### src/rtl/demux_1x2_8bits.sv
// 1-to-2 byte-lane demultiplexer: accepted bytes alternate lane 0 / lane 1, each lane buffered by a DEPTH-entry FIFO.
// Optional DEMUX_IDLE_RESYNC_EN: after IDLE_LIMIT idle input cycles the lane pointer returns to lane 0.
module demux_1x2_8bits #(
  parameter int DEPTH      = 4,
  parameter int IDLE_LIMIT = 8
) (
  input  logic       clk,
  input  logic       reset_L,
  input  logic [7:0] in_data,
  input  logic       in_valid,
  output logic       in_ready,
  output logic [7:0] out0,
  output logic       valid_out0,
  input  logic       ready0,
  output logic [7:0] out1,
  output logic       valid_out1,
  input  logic       ready1,
  output logic       sel
);

  localparam int AW = $clog2(DEPTH);
  localparam logic [AW:0] FULL_CNT = (AW+1)'(DEPTH);

  if (DEPTH < 2 || (DEPTH & (DEPTH - 1)) != 0 || IDLE_LIMIT < 1) begin : g_bad_param
    $error("demux_1x2_8bits: DEPTH must be a power of 2 >= 2 and IDLE_LIMIT >= 1");
  end

  logic [7:0]    mem_q [2][DEPTH];
  logic [7:0]    mem_d [2][DEPTH];
  logic [AW-1:0] rd_q  [2];
  logic [AW-1:0] rd_d  [2];
  logic [AW-1:0] wr_q  [2];
  logic [AW-1:0] wr_d  [2];
  logic [AW:0]   cnt_q [2];
  logic [AW:0]   cnt_d [2];
  logic [7:0]    out_q [2];
  logic [7:0]    out_d [2];
  logic          sel_q;
  logic          sel_d;
  logic [1:0]    lane_ready;
  logic          accept;

`ifdef DEMUX_IDLE_RESYNC_EN
  localparam int IW = $clog2(IDLE_LIMIT + 1);
  localparam logic [IW-1:0] IDLE_MAX = IW'(IDLE_LIMIT);
  logic [IW-1:0] idle_q;
  logic [IW-1:0] idle_d;
`endif

  assign lane_ready = {ready1, ready0};
  // Depends only on registered state, so no in_valid -> in_ready path exists.
  assign in_ready   = (cnt_q[sel_q] != FULL_CNT);
  assign accept     = in_valid && in_ready;

  always_comb begin
    // NOTE: every always_comb output gets a default first so no path can leave it unassigned (no latches).
    mem_d = mem_q;
    rd_d  = rd_q;
    wr_d  = wr_q;
    cnt_d = cnt_q;
    out_d = out_q;
    sel_d = accept ? ~sel_q : sel_q;

    for (int i = 0; i < 2; i++) begin
      logic push;
      logic pop;
      push = accept && (sel_q == 1'(i));
      pop  = (cnt_q[i] != '0) && lane_ready[i];
      if (push) begin
        mem_d[i][wr_q[i]] = in_data;
        wr_d[i]           = wr_q[i] + 1'b1;
      end
      if (pop) rd_d[i] = rd_q[i] + 1'b1;
      if (push && !pop)      cnt_d[i] = cnt_q[i] + 1'b1;
      else if (pop && !push) cnt_d[i] = cnt_q[i] - 1'b1;
      // The output register tracks the post-edge head; an emptied lane keeps showing its last byte.
      if (cnt_d[i] != '0) out_d[i] = mem_d[i][rd_d[i]];
    end

`ifdef DEMUX_IDLE_RESYNC_EN
    if (in_valid)               idle_d = '0;
    else if (idle_q != IDLE_MAX) idle_d = idle_q + 1'b1;
    else                         idle_d = idle_q;
    if (idle_d == IDLE_MAX) sel_d = 1'b0;
`endif
  end

  // NOTE: storage is not reset; entry validity comes solely from the reset-cleared counts.
  always_ff @(posedge clk) begin
    mem_q <= mem_d;
  end

  // NOTE: sequential state uses non-blocking assignments so every flop samples pre-edge values.
  always_ff @(posedge clk or negedge reset_L) begin
    if (!reset_L) begin
      for (int i = 0; i < 2; i++) begin
        rd_q[i]  <= '0;
        wr_q[i]  <= '0;
        cnt_q[i] <= '0;
        out_q[i] <= 8'h00;
      end
      sel_q <= 1'b0;
    end else begin
      rd_q  <= rd_d;
      wr_q  <= wr_d;
      cnt_q <= cnt_d;
      out_q <= out_d;
      sel_q <= sel_d;
    end
  end

`ifdef DEMUX_IDLE_RESYNC_EN
  always_ff @(posedge clk or negedge reset_L) begin
    if (!reset_L) idle_q <= '0;
    else          idle_q <= idle_d;
  end
`endif

  assign out0       = out_q[0];
  assign out1       = out_q[1];
  assign valid_out0 = (cnt_q[0] != '0);
  assign valid_out1 = (cnt_q[1] != '0);
  assign sel        = sel_q;

endmodule

### config.mk
export PLATFORM = sky130hd
export DESIGN_NAME = demux_1x2_8bits
export DESIGN_NICKNAME = d
export VERILOG_FILES = /design/src/rtl/demux_1x2_8bits.sv
export SDC_FILE = /design/constraint.sdc
export NUM_CORES = 1
export LEC_CHECK = 0
export ABC_AREA = 1
export ABC_CLOCK_PERIOD_IN_PS = 4600
export CAP_MARGIN = 20
export CORE_ASPECT_RATIO = 1.25
export CORE_MARGIN = 2
export CORE_UTILIZATION = 40
export CTS_BUF_LIST = sky130_fd_sc_hd__clkbuf_4 sky130_fd_sc_hd__clkbuf_8 sky130_fd_sc_hd__clkbuf_16
export CTS_CLUSTER_SIZE = 20
export DETAILED_ROUTE_END_ITERATION = 6
export GPL_ROUTABILITY_DRIVEN = 0
export PLACE_DENSITY = 0.56
export SLEW_MARGIN = 20
export SYNTH_ARGS = -nofsm -noshare
export SYNTH_HDL_FRONTEND = slang
export SYNTH_SLANG_ARGS = --single-unit
### constraint.sdc
create_clock -name clk -period 4.6 [get_ports clk]
set_input_delay 0.92 -clock clk [delete_from_list [all_inputs] [get_ports clk]]
set_output_delay 0.92 -clock clk [all_outputs]
set_load 0.02 [all_outputs]
==> results of run 1 <==
## tightest hold or removal path: stages, from the launching register on
cell and delay, ps:
dfxtp_1 310, nand2_1 70, nand2_2 50
## layer usage
metal / wire (um) / GRT usage / share of wire
met1: 5930 / 0.227 / 0.44
met2: 6850 / 0.340 / 0.51
met3: 369 / 0.0250 / 0.027
met4: 333 / 0.0759 / 0.025
met5: 0 / 0 / 0
## how the worst min path moves through the flow
stage,end,slack [ps]
after global placement,mem_q[48]$_DFF_P_,450
after detailed placement,mem_q[50]$_DFF_P_,460
after floorplan,mem_q[16]$_DFF_P_,440
after CTS,mem_q[50]$_DFF_P_,480
after global routing,mem_q[12]$_DFF_P_,490
final,mem_q[39]$_DFF_P_,480
## kinds of logic after synthesis
group           Yosys count
flops                    95
simple gates            459
compound gates           88
xor+xnor                  6
fa+ha+maj                14
buf+inv                 122
## report_power, final
part           leakage [nW]  total [mW]  internal, mW  switching (mW)
Clock                 0.148       0.735         0.420           0.314
Combinational          1.95        2.87         0.984            1.89
Sequential            0.910        1.45          1.22           0.232
Total                  3.01        5.05          2.62            2.43
## placed cells by master, fill, tap and decap left out, types with 4 or more instances in the layout
master,Yosys,final
nand3_1,85,85
ha_1,14,14
nor2_1,17,17
nor2_8,5,5
o21ai_1,17,17
clkbuf_16,0,9
inv_1,78,78
o21ai_0,66,66
clkdlybuf4s50_1,0,32
dfxtp_1,64,64
nand2_2,55,55
inv_2,10,10
nand2_4,6,6
dfrtp_1,31,31
nand2_1,279,279
clkbuf_4,0,4
## state kept, by name, summed over array words and instances, names as in the netlist
name	count
cnt_q	6
mem_q	64
out0	8
out1	8
rd_q	4
sel	1
wr_q	4
## through the flow
step	hold WS (ps)	instances	area, um2
floorplan	445	784	5540
global placement	454	959	5870
global route	488	975	6150
detailed placement	460	959	5870
finish	476	975	6150
CTS	478	975	6150
## cell type report
cell class | instances | share of cell area
clock inverters | 1 | 0.000813
multi-input cells | 567 | 0.474
flip-flops and latches | 95 | 0.334
repair buffers | 33 | 0.0533
well taps | 175 | 0.0356
inverters | 89 | 0.0565
clock buffers | 15 | 0.0460
==> impl_metrics.csv, run 1 <==
group,metric,value,unit
outcome,status,"completed",
yosys,synth_area_leaders,"dfxtp_1, nand2_1, dfrtp_1",
timing,finalHoldViolations,0,
routing,drt_iter0_markers,253,
clock_network,clk_pin_slew,60,ps
yosys,synth_area_leader_cell,"dfxtp_1",
die,io_pins,33,
routing,via_per_inst,4.92,
yosys,synth_top_family_by_area,"simple AND/OR/NAND/NOR gates",
worst_setup_path,max_stage_delay,690,ps
global_route,grt_pass1_wl,21700,um
yosys,synthCells,784,
yosys,synth_mux_area_frac,0,
die,die_w,109,um
yosys,avgSynthCellArea,7.06,um2
global_route,antenna_found_initial,0,
yosys,yosys-top-cells-count,"nand2_1, nand3_1, inv_1",
clock_network,clockBufferDepth,2,
worst_setup_path,crit_chain,"nor2_2, nand2_4, nand2_4, inv_1, clkdlybuf4s50_1",
power,finalPower,5.05,mW
clock_network,cts_buffers,9,
worst_setup_path,rr_endpoint,"out1[6]$_DFFE_PN0P_",
yosys,synth_compound_area_frac,0.0866,
cells_and_area,multi_input_area,2910,um2
yosys,synthAdderAreaFrac,0.0316,
global_route,overflow,0,
yosys,ys_seq_area_frac,0.372,
worst_setup_path,rr_startpoint,"sel$_DFFE_PN0N_",
timing,setup_ws,1650,ps
timing,skew,6.60,ps
power,leakage,3.01,nW
yosys,ys_types,34,
yosys,yosysMostFrequentCell,"nand2_1",
worst_setup_path,worst-path-max-fanout,8,
worst_setup_path,crit_family,"flip-flops",
worst_setup_path,cp.arrival,2030,ps
routing,routedWlPerCell,13.8,um
global_route,grt_use_total,0.190,
routing,final_antenna_net_count,0,
worst_setup_path,required,3680,ps
timing,fmax,0.339,GHz
placement,port_buffers,32,
yosys,ys_ff_latch,95,
worst_setup_path,worst-r2r-setup-slack,2120,ps
yosys,async_flop_share,0.326,
die,floorplan.initialDensity,0.404,
cells_and_area,nets,822,
yosys,yosysWarnings,0,
clock_network,post_cts_resized,0,
timing,timing.final.crit_share,0.641,
cells_and_area,diodes,0,
worst_setup_path,endpoint_kind,"output port",
routing,dr.pass1.iters,5,
worst_setup_path,cp-start-kind,"flip-flop",
routing,via_count,4798,
yosys,synth.top_cell.area_share,0.231,
worst_setup_path,crit_path_end,"in_ready",
yosys,synth_nets,811,
job,max_cap_viol_count,0,
timing,maxSlewViolCount,0,
cells_and_area,fillers,1398,
worst_hold_path,hp-class,"flip-flop to flip-flop",
yosys,synth-main-ff-cell,"dfxtp_1",
clock_network,cts_setup_buffers,0,
cells_and_area,drive_above_1_share,0.136,
clock_network,hold_buffers,0,
yosys,synth-edff-count,0,
yosys,synth-simple-area-share,0.396,
cells_and_area,regArea,2060,um2
worst_hold_path,whs_path_depth,2,
timing,max_slew_margin,0.572,
timing,fin_crit,2950,ps
placement,place_ws,1390,ps
timing,tightestPinTransition,642,ps
timing,setup-violations-final,0,
worst_hold_path,min_from,"mem_q[39]$_DFF_P_",
worst_setup_path,crit_top_cell,"nand2_4",
worst_setup_path,worst_path_max_delay_cell,"dfrtp_1",
yosys,synth-xor-area-share,0.0122,
die,die_area,14800,um2
yosys,syn-cell-area,5540,um2
clock_network,cts-root-buf,"clkbuf_16",
clock_network,cts_tree,"done",
clock_network,clock_latency,340,ps
global_route,grt_max_degree,37,
global_route,grt_pass1_vias,4477,
cells_and_area,final_util,0.449,
power,powerDensity,821,nW/um2
worst_setup_path,path_depth,5,
worst_setup_path,critPathKind,"flip-flop to output port",
routing,drc,0,
power,irDropWorstVdd,322,uV
clock_network,cts_sinks,95,
timing,rsz0062_at_grt,"no",
die,row_count,48,
placement,dp_hpwl,9040,um
worst_setup_path,r2r_cells,11,
die,core,13700,um2
routing,drt-total-wl,13500,um
timing,setup_tns,0,ps
die,chipHeight,136,um
worst_setup_path,crit_start,"sel$_DFFE_PN0N_",
worst_setup_path,cp_num_buf_inv,2,
cells_and_area,areaGrowthSynthToFinish,11.2,%
clock_network,htree_levels,3,
Note: power is estimated with default switching activity, not from simulation.
==> run 2, diff against run 1 <==
- ABC_CLOCK_PERIOD_IN_PS: 4600 -> 3000
- clock period: 4.6 -> 3 ns (I/O delays scaled with it)
==> impl_metrics.csv, run 2 (same netlist as run 1, synthesis figures left out) <==
group,metric,value,unit
routing,via_count,4824,
routing,drt-total-wl,13900,um
clock_network,cts_setup_buffers,0,
power,seqPwrFrac,0.273,
routing,via_per_inst,4.88,
cells_and_area,final_cell_count_no_fill,989,
global_route,overflow,0,
power,p_int,4.30,mW
worst_setup_path,endpoint_kind,"output port",
cells_and_area,nets,836,
timing,rsz0062_at_grt,"no",
routing,dr.pass1.iters,5,
worst_setup_path,cp.arrival,2010,ps
global_route,grt_pass1_wl,23200,um
clock_network,cts_sinks,95,
power,pwr-share-clk,0.158,
cells_and_area,drive_above_1_share,0.151,
placement,placedCellCount,973,
clock_network,hold_buffers,0,
power,power_frac_comb,0.570,
power,p_switching,3.83,mW
power,powerDensity,1280,nW/um2
routing,final_antenna_net_count,0,
timing,fin_crit,2610,ps
clock_network,clk_pin_slew,70,ps
cells_and_area,diodes,0,
clock_network,cts_buffers,9,
timing,tightestPinTransition,627,ps
global_route,grt_use_total,0.204,
outcome,status,"completed",
die,core,13700,um2
worst_setup_path,worst-path-max-fanout,8,
timing,maxSlewViolCount,0,
timing,fmax,0.383,GHz
cells_and_area,largest_register_ffs,64,
cells_and_area,layout_common_cells,"nand2_1, nand3_1, inv_1, o21ai_0, dfxtp_1",
placement,dp_hpwl,9850,um
clock_network,post_cts_resized,0,
cells_and_area,areaGrowthSynthToFinish,14.9,%
job,max_cap_viol_count,0,
routing,routedWlPerCell,14.1,um
clock_network,cts_tree,"done",
power,swShare,0.471,
timing,setup-violations-final,0,
routing,drt_iter0_markers,325,
global_route,antenna_found_initial,0,
timing,timing.final.crit_share,0.870,
die,die_w,109,um
die,floorplan.initialDensity,0.404,
cells_and_area,regMostFlops,"mem_q",
die,die_area,14800,um2
global_route,grt_pass1_vias,4804,
global_route,grt_max_degree,35,
die,row_count,48,
worst_setup_path,worst-r2r-setup-slack,780,ps
placement,port_buffers,32,
cells_and_area,layout_commonest_cell,"nand2_1",
timing,finalHoldViolations,0,
clock_network,clockBufferDepth,2,
power,leakage,3.11,nW
power,finalPower,8.14,mW
clock_network,htree_levels,3,
clock_network,clock_latency,360,ps
timing,setup_tns,0,ps
clock_network,cts-root-buf,"clkbuf_16",
power,irDropWorstVdd,505,uV
timing,max_slew_margin,0.582,
worst_setup_path,required,2400,ps
die,chipHeight,136,um
timing,skew,9.59,ps
worst_setup_path,cp-start-kind,"flip-flop",
die,io_pins,33,
worst_hold_path,hp-class,"flip-flop to flip-flop",
worst_setup_path,critPathKind,"flip-flop to output port",
routing,drc,0,
run 2: final timing paths:
path / from / end / cells past startpoint
min: mem_q[60]$_DFF_P_ / mem_q[60]$_DFF_P_ / 2
min in group asynchronous: reset_L / cnt_q[0]$_DFF_PN0_ / 2
max reg2reg: cnt_q[3]$_DFF_PN0_ / out0[0]$_DFFE_PN0P_ / 10
min reg2reg: mem_q[60]$_DFF_P_ / mem_q[60]$_DFF_P_ / 2
max: sel$_DFFE_PN0N_ / in_ready / 5
max in group asynchronous: reset_L / out0[1]$_DFFE_PN0P_ / 2
run 2: cell type report:
class                      instances  area [um2]
fill                            1374        7330
multi-input combinational        567        2910
sequential                        95        2060
timing repair buffer              47         483
inverter                          89         348
clock buffer                      13         292
tap                              175         219
clock inverter                     3        46.3
run 2: per-stage QoR:
step | instance area [um2] | utilization | hold slack (ps) | setup slack, ps
finish | 6360 | 0.464 | 475 | 391
detailed placement | 6020 | 0.440 | 461 | 385
global placement | 6020 | 0.440 | 455 | 417
global route | 6360 | 0.464 | 496 | 296
CTS | 6360 | 0.464 | 476 | 351
floorplan | 5540 | - | 304 | 1180
run 2: metal layers:
layer,wire length [um],GRT usage,share of wire,up-vias
met3,479,0.0356,0.034,27
li1,-,-,-,2491
met2,7310,0.369,0.52,79
met1,5770,0.237,0.41,2227
met5,0,0,0,-
met4,393,0.0731,0.028,0
run 2: power by group through the flow:
stage	sequential, mW	clock [mW]	combinational, mW
after floorplan	2.27	0	3.34
after global placement	2.22	0	4.58
after detailed placement	2.24	0	4.66
after CTS	2.22	1.30	4.68
after global routing	2.28	1.35	5.24
final	2.22	1.28	4.63
run 2: critical path, cell delays in order (launching register included):
cell,delay (ps)
dfrtp_1,660
nor2_2,110
nand2_4,150
nand2_4,80
inv_1,60
clkdlybuf4s50_1,590
==> run 3, diff against run 2 <==
- TNS_END_PERCENT: not set -> 5
==> results of run 3 <==
The final DEF is identical to that of run 2; final timing and power are the same.
